### src/rtl/pipe_stage_hs_pkg.sv
// Purpose: shared definitions for handshaked pipeline stages.
//   - state encoding for stages that hold up to two entries
//   - hs_fire(): transfer condition of a valid/ready pair
// Handshake rule used by every stage that imports this package:
//   A transfer ("fire") happens on a rising clock edge where valid and ready
//   are both high. A producer holding valid high keeps its payload stable
//   until it fires. A consumer may change ready at any time.
package pipe_stage_hs_pkg;

    localparam logic [1:0] ST_EMPTY = 2'd0;
    localparam logic [1:0] ST_ONE   = 2'd1;
    localparam logic [1:0] ST_TWO   = 2'd2;

    typedef enum logic [1:0] {
        S_EMPTY = ST_EMPTY,
        S_ONE   = ST_ONE,
        S_TWO   = ST_TWO
    } hs_state_e;

    function automatic logic hs_fire(input logic valid, input logic ready);
        return valid & ready;
    endfunction

endpackage

### src/rtl/pipe_stage_hs.sv
// Purpose: pipeline stage register with valid/ready handshake, synchronous
// flush and an optional second (skid) entry for full throughput with a
// registered in_ready.
// Ports:
//   clk          in   rising-edge clock
//   rst          in   asynchronous active-low reset
//   default_data in   bubble payload loaded on flush or drain-to-empty
//   flush        in   discard all held entries on the next edge
//   in_valid     in   upstream payload valid
//   in_ready     out  stage can accept (registered when SKID_EN=1)
//   in_data      in   upstream payload
//   out_valid    out  out_data holds a real entry
//   out_ready    in   downstream accepts
//   out_data     out  head entry, registered
//   occupancy    out  entries held (0..2); equals the state encoding
module pipe_stage_hs
    import pipe_stage_hs_pkg::*;
#(
    parameter int unsigned            DataWidth = 32,
    parameter bit                     SKID_EN   = 1'b1,
    parameter logic [DataWidth-1:0]   RESET_VAL = '0
) (
    input  logic                 clk,
    input  logic                 rst,
    input  logic [DataWidth-1:0] default_data,
    input  logic                 flush,
    input  logic                 in_valid,
    output logic                 in_ready,
    input  logic [DataWidth-1:0] in_data,
    output logic                 out_valid,
    input  logic                 out_ready,
    output logic [DataWidth-1:0] out_data,
    output logic [1:0]           occupancy
);

    hs_state_e            state_q, state_d;
    logic [DataWidth-1:0] main_q, main_d;
    logic [DataWidth-1:0] skid_q, skid_d;
    logic                 in_fire, out_fire;

    assign out_valid = (state_q != S_EMPTY);
    assign out_data  = main_q;
    assign occupancy = state_q;  // encoding doubles as the entry count

    assign in_fire  = hs_fire(in_valid, in_ready);
    assign out_fire = hs_fire(out_valid, out_ready);

    always_comb begin
        state_d = state_q;
        main_d  = main_q;
        skid_d  = skid_q;
        if (flush) begin
            // Flush wins over any same-cycle accept; the skid entry is simply
            // forgotten since the state no longer points at it.
            state_d = S_EMPTY;
            main_d  = default_data;
        end else begin
            case (state_q)
                S_EMPTY: begin
                    if (in_fire) begin
                        state_d = S_ONE;
                        main_d  = in_data;
                    end
                end
                S_ONE: begin
                    if (in_fire && out_fire) begin
                        main_d = in_data;
                    end else if (in_fire) begin
                        // Only reachable with SKID_EN=1: without a skid entry
                        // in_ready already requires out_ready when full.
                        state_d = S_TWO;
                        skid_d  = in_data;
                    end else if (out_fire) begin
                        state_d = S_EMPTY;
                        main_d  = default_data;
                    end
                end
                S_TWO: begin
                    if (out_fire) begin
                        state_d = S_ONE;
                        main_d  = skid_q;
                    end
                end
                default: begin
                    state_d = S_EMPTY;
                    main_d  = default_data;
                end
            endcase
        end
    end

    always_ff @(posedge clk or negedge rst) begin
        if (!rst) begin
            state_q <= S_EMPTY;
            main_q  <= RESET_VAL;
            skid_q  <= RESET_VAL;
        end else begin
            state_q <= state_d;
            main_q  <= main_d;
            skid_q  <= skid_d;
        end
    end

    generate
        if (SKID_EN) begin : g_skid
            // Registered ready: computed from the next state so it is valid
            // in the same cycle the state register updates.
            logic in_ready_q;
            always_ff @(posedge clk or negedge rst) begin
                if (!rst) begin
                    in_ready_q <= 1'b1;
                end else begin
                    in_ready_q <= (state_d != S_TWO);
                end
            end
            assign in_ready = in_ready_q;
        end else begin : g_noskid
            assign in_ready = ~out_valid | out_ready;
        end
    endgenerate

endmodule

### config.mk
export PLATFORM = sky130hd
export DESIGN_NAME = pipe_stage_hs
export DESIGN_NICKNAME = d
export VERILOG_FILES = /design/src/rtl/pipe_stage_hs_pkg.sv /design/src/rtl/pipe_stage_hs.sv
export SDC_FILE = /design/constraint.sdc
export NUM_CORES = 1
export LEC_CHECK = 0
export BUFFER_PORTS_ARGS = -buffer_cell sky130_fd_sc_hd__buf_2
export CAP_MARGIN = 20
export CORE_UTILIZATION = 50
export CTS_BUF_LIST = sky130_fd_sc_hd__clkbuf_4 sky130_fd_sc_hd__clkbuf_8 sky130_fd_sc_hd__clkbuf_16
export DETAILED_ROUTE_END_ITERATION = 6
export PLACE_DENSITY_LB_ADDON = 0.08
export SYNTH_ARGS = -nofsm -noshare
export SYNTH_HDL_FRONTEND = slang
export SYNTH_SLANG_ARGS = --single-unit
### constraint.sdc
create_clock -name clk -period 4 [get_ports clk]
set_input_delay 0.4 -clock clk [delete_from_list [all_inputs] [get_ports clk]]
set_output_delay 0.4 -clock clk [all_outputs]
set_load 0.02 [all_outputs]
==> impl_metrics.ini <==
[run_status]
status = finished clean

[placed_design]
placed_area_mm2 = 0.003915
dp.cells = 434
globalplace.congestion = 0.7123
io_buffer_count = 104
dpl.hpwl_mm = 4.998
place_ws_ps = 1562

[timing]
setup_violations = 0
fin_ws_ps = 1612
fin_crit_sh = 0.5969
hold_viol_final = 0
drv_slew = 0
max_slew_margin = 0.3902
tns_ps = 0
fmax_mhz = 418.8
finClkSkew_ps = 5.848
tightest_slew_ps = 914.7
rsz0062_at_grt = no
finalCriticalPeriod_ps = 2388
holdWs_ps = 202.5

[finish]
design_area_mm2 = 0.004134
synthToLayoutAreaGrowth_pct = 19.41
layout_common_cells = buf_2, dfrtp_1, nor2_1, a21oi_1
diodes = 0
fin_nets = 439
finalNonFillerCells = 452
final_common_cell = buf_2
post_route_cells_drive_above_1_share = 0.5093
fin_util = 0.6330
fillers = 578

[clock_tree]
postCtsSetupBuffers = 0
cts_tree = done
ctsHtreeMaxLevel = 3
cts_resized = 0
cts_buffer_depth = 2
root_buffer = clkbuf_8
insertion_delay_ps = 330
numCtsBuffers = 9
cts_hold_buf = 0
path_clk_slew_ps = 70
cts.sinks = 67

[power_and_ir_drop]
vdd_drop_max_v = 0.0002662
report.power.total_mw = 1.919
power.leakage_nw = 1.980
power_density_mw_per_mm2 = 464.2

[global_route]
first_global_vias = 2543
grt_pass1_wl_mm = 12.66
grt_start_max_net_pins = 65
grt_overflow = 0
grtUsageTotal = 0.2242
antenna_found_initial = 0

[critical_path]
r2r_cells = 5
rrSetupSlack_ps = 1610
worstReg2RegStart = occupancy[1]$_DFF_PN0_
r2r-end = out_data[31]$_DFFE_PN0P_
setup.worst_path.end_class = register
startpoint_type = register
crit_arrival_ps = 2640
crit_end = out_data[31]$_DFFE_PN0P_
crit_fanout = 25
path_class = reg2reg
critPathRequiredTime_ps = 4250
startpoint = occupancy[1]$_DFF_PN0_

[synth]
syn-cell-area_mm2 = 0.003462
synth_top_area_share = 0.4771
synth_cell_type_count = 30
yosysWarnings = 0
syn_inst = 272
ys_seq_elements = 67
synth_fp_nets = 341
yosysTopAreaCell = dfrtp_1
yosysSeqAreaShare = 0.4846
yosys-top-cells-area = dfrtp_1, mux2_4, mux2_2, a222oi_1, a21oi_1
avgSynthCellArea_um2 = 12.73

[detailed_routing]
routed_wl_mm = 7.774
routed_via_density = 5.799
drt.antenna.violating_nets = 0
drc_errors = 0
dr_wl_met3_um = 530
first_iter_violations = 262
num_vias = 2621
dr_wl_met2_mm = 3.541
firstDrtPassIters = 5
route.top_layer_used = met4
drt-wirelength-per-cell_um = 17.20
wl_met1_mm = 3.609

[floorplan]
ios = 105
die_w_um = 85.21
die_area_mm2 = 0.007261
start_util = 0.5301
placementRows = 29
die_y_um = 85.21
core-area_mm2 = 0.006531

[flow_run]
cap_violations = 0

[hold_path]
hp-class = in2async
[registers in the layout (all words and copies together) (netlist names)]
register,cells
out_data,32
skid_q,32
occupancy,2
in_ready,1
[how the worst min path moves through the flow]
| stage | cells after the start | slack [ps] | to |
|---|---|---|---|
| after floorplan | 0 | 100 | occupancy[0]$_DFF_PN0_ |
| after global placement | 1 | 470 | skid_q[18]$_DFFE_PN0P_ |
| after detailed placement | 1 | 480 | skid_q[13]$_DFFE_PN0P_ |
| after CTS | 1 | 240 | out_data[17]$_DFFE_PN0P_ |
| after global routing | 1 | 280 | out_data[16]$_DFFE_PN0P_ |
| final | 1 | 200 | out_data[16]$_DFFE_PN0P_ |
[cell usage after synthesis]
| master | number |
|---|---|
| mux2_4 | 25 |
| nand2_1 | 1 |
| dfrtp_1 | 66 |
| nor2_1 | 35 |
| a211o_1 | 1 |
| a31oi_1 | 1 |
| nor4b_4 | 1 |
| mux2i_1 | 2 |
| clkbuf_1 | 4 |
| nand2b_1 | 2 |
| or3b_2 | 1 |
| mux2_1 | 8 |
| mux2_2 | 31 |
| or2_2 | 1 |
| nand4b_1 | 1 |
| o22a_1 | 1 |
| dfstp_2 | 1 |
| o32a_1 | 1 |
| a22oi_1 | 1 |
| inv_1 | 1 |
| a222oi_1 | 31 |
| buf_4 | 7 |
| buf_12 | 2 |
| nor2b_1 | 1 |
| a21o_1 | 1 |
| and3b_1 | 1 |
| buf_2 | 4 |
| a21oi_1 | 32 |
| nand3_2 | 1 |
| buf_6 | 7 |
[layout make-up]
type	count	area, um^2	share of cell area
inverter	1	3.754	0.0009080
sequential	67	1679	0.4062
clock inverter	2	10.01	0.002421
clock buffer	14	173.9	0.04207
timing repair buffer	111	593.1	0.1435
multi-input combinational	180	1578	0.3817
tap	77	96.34	0.02331
[per-layer routing]
metal	track usage	vias up
li1	-	1241
met1	0.3191	1270
met2	0.3468	101
met3	0.03794	9
met4	0.08166	0
met5	0	-
[worst max-delay path: stages (launching register included)]
cell and delay [ps]:
dfrtp_2 550, buf_4 340, nor4b_4 760, buf_4 340
a222oi_1 130, a21oi_1 190
[where the power goes]
group,switching (mW),internal [mW]
Clock,0.244,0.278
Sequential,0.0811,0.836
Combinational,0.251,0.229
Total,0.576,1.34
[cell families after synthesis]
group,synth area share
and+or+nand+nor,0.06361
DFF,0.4846
buffers and inverters,0.06072
AOI/OAI and AO/OA,0.1500
muxes,0.2411
Power figures use the tool's default switching activity.
